[config.mk]
export PLATFORM = sky130hd
export DESIGN_NAME = mem_arbiter
export DESIGN_NICKNAME = d
export VERILOG_FILES = /design/src/rtl/mem_arbiter.sv
export SDC_FILE = /design/constraint.sdc
export NUM_CORES = 1
export LEC_CHECK = 0
export CELL_PAD_IN_SITES_DETAIL_PLACEMENT = 1
export CELL_PAD_IN_SITES_GLOBAL_PLACEMENT = 2
export CORE_MARGIN = 5
export CORE_UTILIZATION = 32
export DETAILED_ROUTE_END_ITERATION = 6
export PLACE_DENSITY = 0.91
export SLEW_MARGIN = 0
export SYNTH_ARGS = -nofsm -noshare
export SYNTH_HDL_FRONTEND = slang
export SYNTH_SLANG_ARGS = --single-unit
[constraint.sdc]
create_clock -name clk -period 7.6 [get_ports clk]
set_input_delay 1.14 -clock clk [delete_from_list [all_inputs] [get_ports clk]]
set_output_delay 1.14 -clock clk [all_outputs]
set_load 0.005 [all_outputs]
[src/rtl/mem_arbiter.sv]
// Byte-serial arbiter sharing one RAM/IO port between instruction fetch and load/store.
// Words and halfwords are moved one byte per cycle, little-endian, with a one-cycle done pulse.
module mem_arbiter #(
  parameter logic [31:0] IO_ADDR_LO = 32'h00030000
) (
  input  logic        clk,
  input  logic        rst,
  input  logic        rdy,
  input  logic        if_req,
  input  logic [31:0] if_addr,
  input  logic        if_flush,
  output logic        if_done,
  output logic [31:0] if_data,
  input  logic        mem_req,
  input  logic        mem_we,
  input  logic [31:0] mem_addr,
  input  logic [2:0]  mem_len,
  input  logic [31:0] mem_wdata,
  output logic        mem_done,
  output logic [31:0] mem_rdata,
  input  logic [7:0]  ram_din,
  output logic [7:0]  ram_dout,
  output logic [31:0] ram_a,
  output logic        ram_wr,
  input  logic        io_buffer_full
);

  typedef enum logic [1:0] {IDLE, READ, WRITE, DONE} state_t;

  state_t      state_q, state_d;
  logic        owner_if_q;
  logic [2:0]  len_q;
  logic [2:0]  cnt_q;
  logic [31:0] addr_q;
  logic [31:0] wdata_q;
  logic [31:0] rbuf_q;

  logic        accept_mem;
  logic        accept_if;
  logic        io_stall;
  logic        if_abort;
  logic [31:0] rword;

  function automatic logic [31:0] put_byte(input logic [31:0] w, input logic [1:0] idx,
                                           input logic [7:0] b);
    logic [31:0] r;
    r = w;
    r[{idx, 3'b000} +: 8] = b;
    return r;
  endfunction

  // The byte arriving now belongs to the address issued one cycle earlier.
  assign rword    = put_byte(rbuf_q, cnt_q[1:0] - 2'd1, ram_din);
  assign io_stall = (addr_q >= IO_ADDR_LO) && io_buffer_full;
  assign if_abort = owner_if_q && if_flush;

  assign ram_dout = wdata_q[{cnt_q[1:0], 3'b000} +: 8];
  assign ram_wr   = rdy && (state_q == WRITE) && !io_stall;
  assign if_done  = rdy && (state_q == DONE) && owner_if_q && !if_flush;
  assign mem_done = rdy && (state_q == DONE) && !owner_if_q;

  always_comb begin
    state_d    = state_q;
    accept_mem = 1'b0;
    accept_if  = 1'b0;
    case (state_q)
      IDLE: begin
        if (mem_req) begin
          accept_mem = 1'b1;
          state_d    = mem_we ? WRITE : READ;
        end else if (if_req && !if_flush) begin
          accept_if = 1'b1;
          state_d   = READ;
        end
      end
      READ: begin
        if (if_abort)
          state_d = IDLE;
        else if (cnt_q == len_q)
          state_d = DONE;
      end
      WRITE: begin
        if (!io_stall && (cnt_q == len_q - 3'd1))
          state_d = DONE;
      end
      default: state_d = IDLE;
    endcase
  end

  always_ff @(posedge clk or posedge rst) begin
    if (rst) begin
      state_q    <= IDLE;
      owner_if_q <= 1'b0;
      len_q      <= 3'd0;
      cnt_q      <= 3'd0;
      addr_q     <= 32'd0;
      wdata_q    <= 32'd0;
      rbuf_q     <= 32'd0;
      ram_a      <= 32'd0;
      if_data    <= 32'd0;
      mem_rdata  <= 32'd0;
    end else if (rdy) begin
      state_q <= state_d;
      case (state_q)
        IDLE: begin
          if (accept_mem) begin
            owner_if_q <= 1'b0;
            len_q      <= mem_len;
            addr_q     <= mem_addr;
            wdata_q    <= mem_wdata;
            ram_a      <= mem_addr;
            cnt_q      <= 3'd0;
            rbuf_q     <= 32'd0;
          end else if (accept_if) begin
            owner_if_q <= 1'b1;
            len_q      <= 3'd4;
            addr_q     <= if_addr;
            ram_a      <= if_addr;
            cnt_q      <= 3'd0;
            rbuf_q     <= 32'd0;
          end
        end
        READ: begin
          if (!if_abort) begin
            cnt_q <= cnt_q + 3'd1;
            if (cnt_q != 3'd0)
              rbuf_q <= rword;
            if (cnt_q + 3'd1 < len_q)
              ram_a <= ram_a + 32'd1;
            // Last byte lands straight in the result register so data is stable during DONE.
            if (cnt_q == len_q) begin
              if (owner_if_q)
                if_data <= rword;
              else
                mem_rdata <= rword;
            end
          end
        end
        WRITE: begin
          if (!io_stall) begin
            cnt_q <= cnt_q + 3'd1;
            if (cnt_q + 3'd1 < len_q)
              ram_a <= ram_a + 32'd1;
          end
        end
        default: ;
      endcase
    end
  end

endmodule

==> metrics.md <==
| Metric | Value |
|---|---|
| Final #Nets | 1,149 |
| Largest net degree at the start of global routing | 75 |
| Fill cells | 3,101 |
| Worst Hold Depth | 1 |
| Critical Path Start | cnt_q[0] |
| Num CTS Buffers | 17 |
| Post-CTS Resized | 0 |
| Max-Cap Viols | 0 |
| Post-route ant nets | 0 |
| Multi-input gate area | 4267 um^2 |
| FF-to-FF setup slack | ~3.8 ns |
| Library cells used by synthesis | 66 |
| CTS tree | built |
| Num ports | 222 |
| Synth Register Bits | 185 |
| Synth area leaders | dfrtp_1 (50%), mux2_2 (14%), a22o_1 (4.5%), nand2_1 (3.1%), o21ai_0 (2.8%) |
| Worst Setup End Kind | flop |
| Port buffer count | roughly 220 |
| Critical path buffer and inverter count | 1 |
| Num rows | 62 |
| CP delay by family, top | flip-flops |
| Root buf cell | clkbuf_16 |
| Fin crit share | 50.52% |
| Area leader, netlist | dfrtp_1 |
| Delay of the slowest cell on the worst path | 0.92 ns |
| Vias in the first global route | between 7,000 and 8,000 |
| Warnings from Yosys | 0 |
| Worst Path Arrival | 4.16 ns |
| Hold buffers post-CTS | 0 |
| Post-route cell area | 12,440 um^2 |
| Tot Pwr | 4321 uW |
| Hold_sp | rbuf_q[17] |
| Outcome | completed |
| Syn_area_per_cell | around 11 um^2 |
| Die H | 180.5 um |
| R2R cell count | 7 |
| Fin. max-slew vios | 0 |
| Avg Vias per Cell | 5.206 |
| Clock buffer depth | 2 |
| Worst path slowest cell | dfrtp_1 |
| Placed cell areas | between 10,000 and 15,000 um^2 |
| Final Hold Viols | 0 |
| Synth top area share | roughly 50% |
| Pwr per Cell Area | ~350 nW/um^2 |
| Top post-synthesis cells by count | dfrtp_1 (185), mux2_2 (117), nand2_1 (77) |
| Post-synth EDFFs | 0 |
| Synth Flop Type | dfrtp_1 |
| Clk slew on worst S/H paths | 0.08 ns |
| Syn Nets | 960 |
| DRT Pass-1 Iters | 4 |
| Die area | 32,580 um^2 |
| CP Data Required Time | ~8 ns |
| Register area share after synthesis | 49.76% |
| Leakage | 0.005266 uW |
| Synth-to-Final Area Change | 33.73% |
| Clk Latency, worst-skew pair | ~0.43 ns |
| Residual DRC | 0 |
| Initial Util | roughly 32% |
| Crit start category | flop |
| Crit path kind | reg -> reg |
| Crit-path cells | inv_1 -> ha_1 -> ha_1 -> a21oi_1 -> o221ai_1 -> nor2_4 -> mux2_2 |
| Reg2reg end | ram_a[1] |
| Top-count cell post-synth | dfrtp_1 |
| Worst-path fanout max | 28 |
| Post-Syn Instances | 829 |
| Endpoint of the worst hold path | rbuf_q[17] |
| Final GP Congestion | roughly 0.8 |
| Postcts setup bufs | 0 |
| Final WL | 28,920 um |
| Die X | 180.5 um |
| DR vias | 7,372 |
| Skew final | approximately 0.018 ns |
| H-tree depth | 4 |
| Async set-reset flop share out of synthesis | 100.0% |
| Post-DP HPWL | about 21,000 um |
| Initial antenna violation count | 2 |
| RSZ-0062 raised after global routing | false |
| Routed len/inst | 20.42 um |
| FMAX | around 0.26 GHz |
| Layout cells sized above 1 | 17.75% |
| Core Area | 28,700 um^2 |
| Gr ovfl total | 0 |
| Finish-stage setup viols | 0 |
| VDD IR max | roughly 180 uV |
| Minimum clock period | approximately 3.8 ns |
| Hold Crit Class | reg -> reg |
| Global-route wire length before repair | 46,220 um |
| Worst slew margin | between 20% and 30% |
| Worst r2r src | cnt_q[0] |
| Worst Tran Pin Value | 1.086 ns |
| Total Routing Usage GR | 17.55% |
| Mapped cell area | 9303 um^2 |
| Most used cell, CP | ha_1 |
| Iteration-0 DRC Markers | 317 |
| Setup TNS | 0 ns |
| CTS sink count | 185 |
| FF/Latch Area | 4629 um^2 |
==> layout by cell type (no fill, tap or decap), drive strengths merged, types with 9 or more instances in the layout <==
master,n
ha,16
clkdlybuf4s50,221
nor3,11
clkbuf,17
mux2i,21
a22o,48
nand4,12
o22ai,9
nand2,77
nor4,12
inv,46
o21ai,58
clkinv,9
nor2,12
a31oi,21
nand3,20
mux2,119
dfrtp,185
a21oi,30
==> area by class of cell <==
type | count | share of cell area [%]
Tap cell | 384 | 3.862
Sequential cell | 185 | 37.21
Antenna cell | 1 | 0.02011
Inverter | 42 | 1.307
Multi-Input combinational cell | 543 | 34.30
Clock buffer | 17 | 3.419
Timing Repair Buffer | 229 | 18.26
Clock inverter | 15 | 1.619
==> worst max path at each step <==
stage,end,slack (ns),cells past startpoint
floorplan,addr_q[16],1.43,1
global placement,ram_a[1],3.77,6
detailed placement,ram_a[1],3.69,7
CTS,ram_a[1],3.69,7
global route,ram_a[1],3.43,7
finish,ram_a[1],3.76,7
==> logic make-up after synthesis <==
group	Yosys count	synth area share [%]
mux	148	18.60
xor+xnor	5	0.4707
flops	185	49.76
compound gates	204	14.82
fa+ha+maj	16	2.152
buf+inv	101	4.573
simple gates	170	9.617
==> stage by stage <==
stage	cells	utilization (%)	hold slack, ns	worst slack, ns
3_5_place_dp	1383	41.15	0.4833	3.685
2_1_floorplan	829	-	0.4506	1.431
5_1_grt	1416	43.34	0.5129	3.433
4_1_cts	1415	43.33	0.5060	3.692
3_3_place_gp	1383	41.15	0.4654	3.767
6_report	1416	43.34	0.5038	3.761
==> per-layer routing <==
layer / vias up / GRT usage [%] / part of all wire [%]
met1: 3718 / 22.34 / 44
met3: 28 / 3.815 / 4.7
li1: 3429 / - / -
met2: 195 / 30.52 / 50
met5: - / 0 / 0.069
met4: 2 / 4.265 / 1.6
==> sequential cells by signal, indices dropped and copies added (netlist names) <==
name and flops:
addr_q 16, cnt_q 3, if_data 32, len_q 3, mem_rdata 32, owner_if_q 1, ram_a 32, rbuf_q 32
state_q 2, wdata_q 32
==> report_power, final <==
group	switching (uW)	internal, uW	leakage [uW]
Combinational	957	886	0.00258
Sequential	300	1250	0.00239
Clock	448	480	0.000302
Total	1700	2620	0.00527
Power figures use the tool's default switching activity.
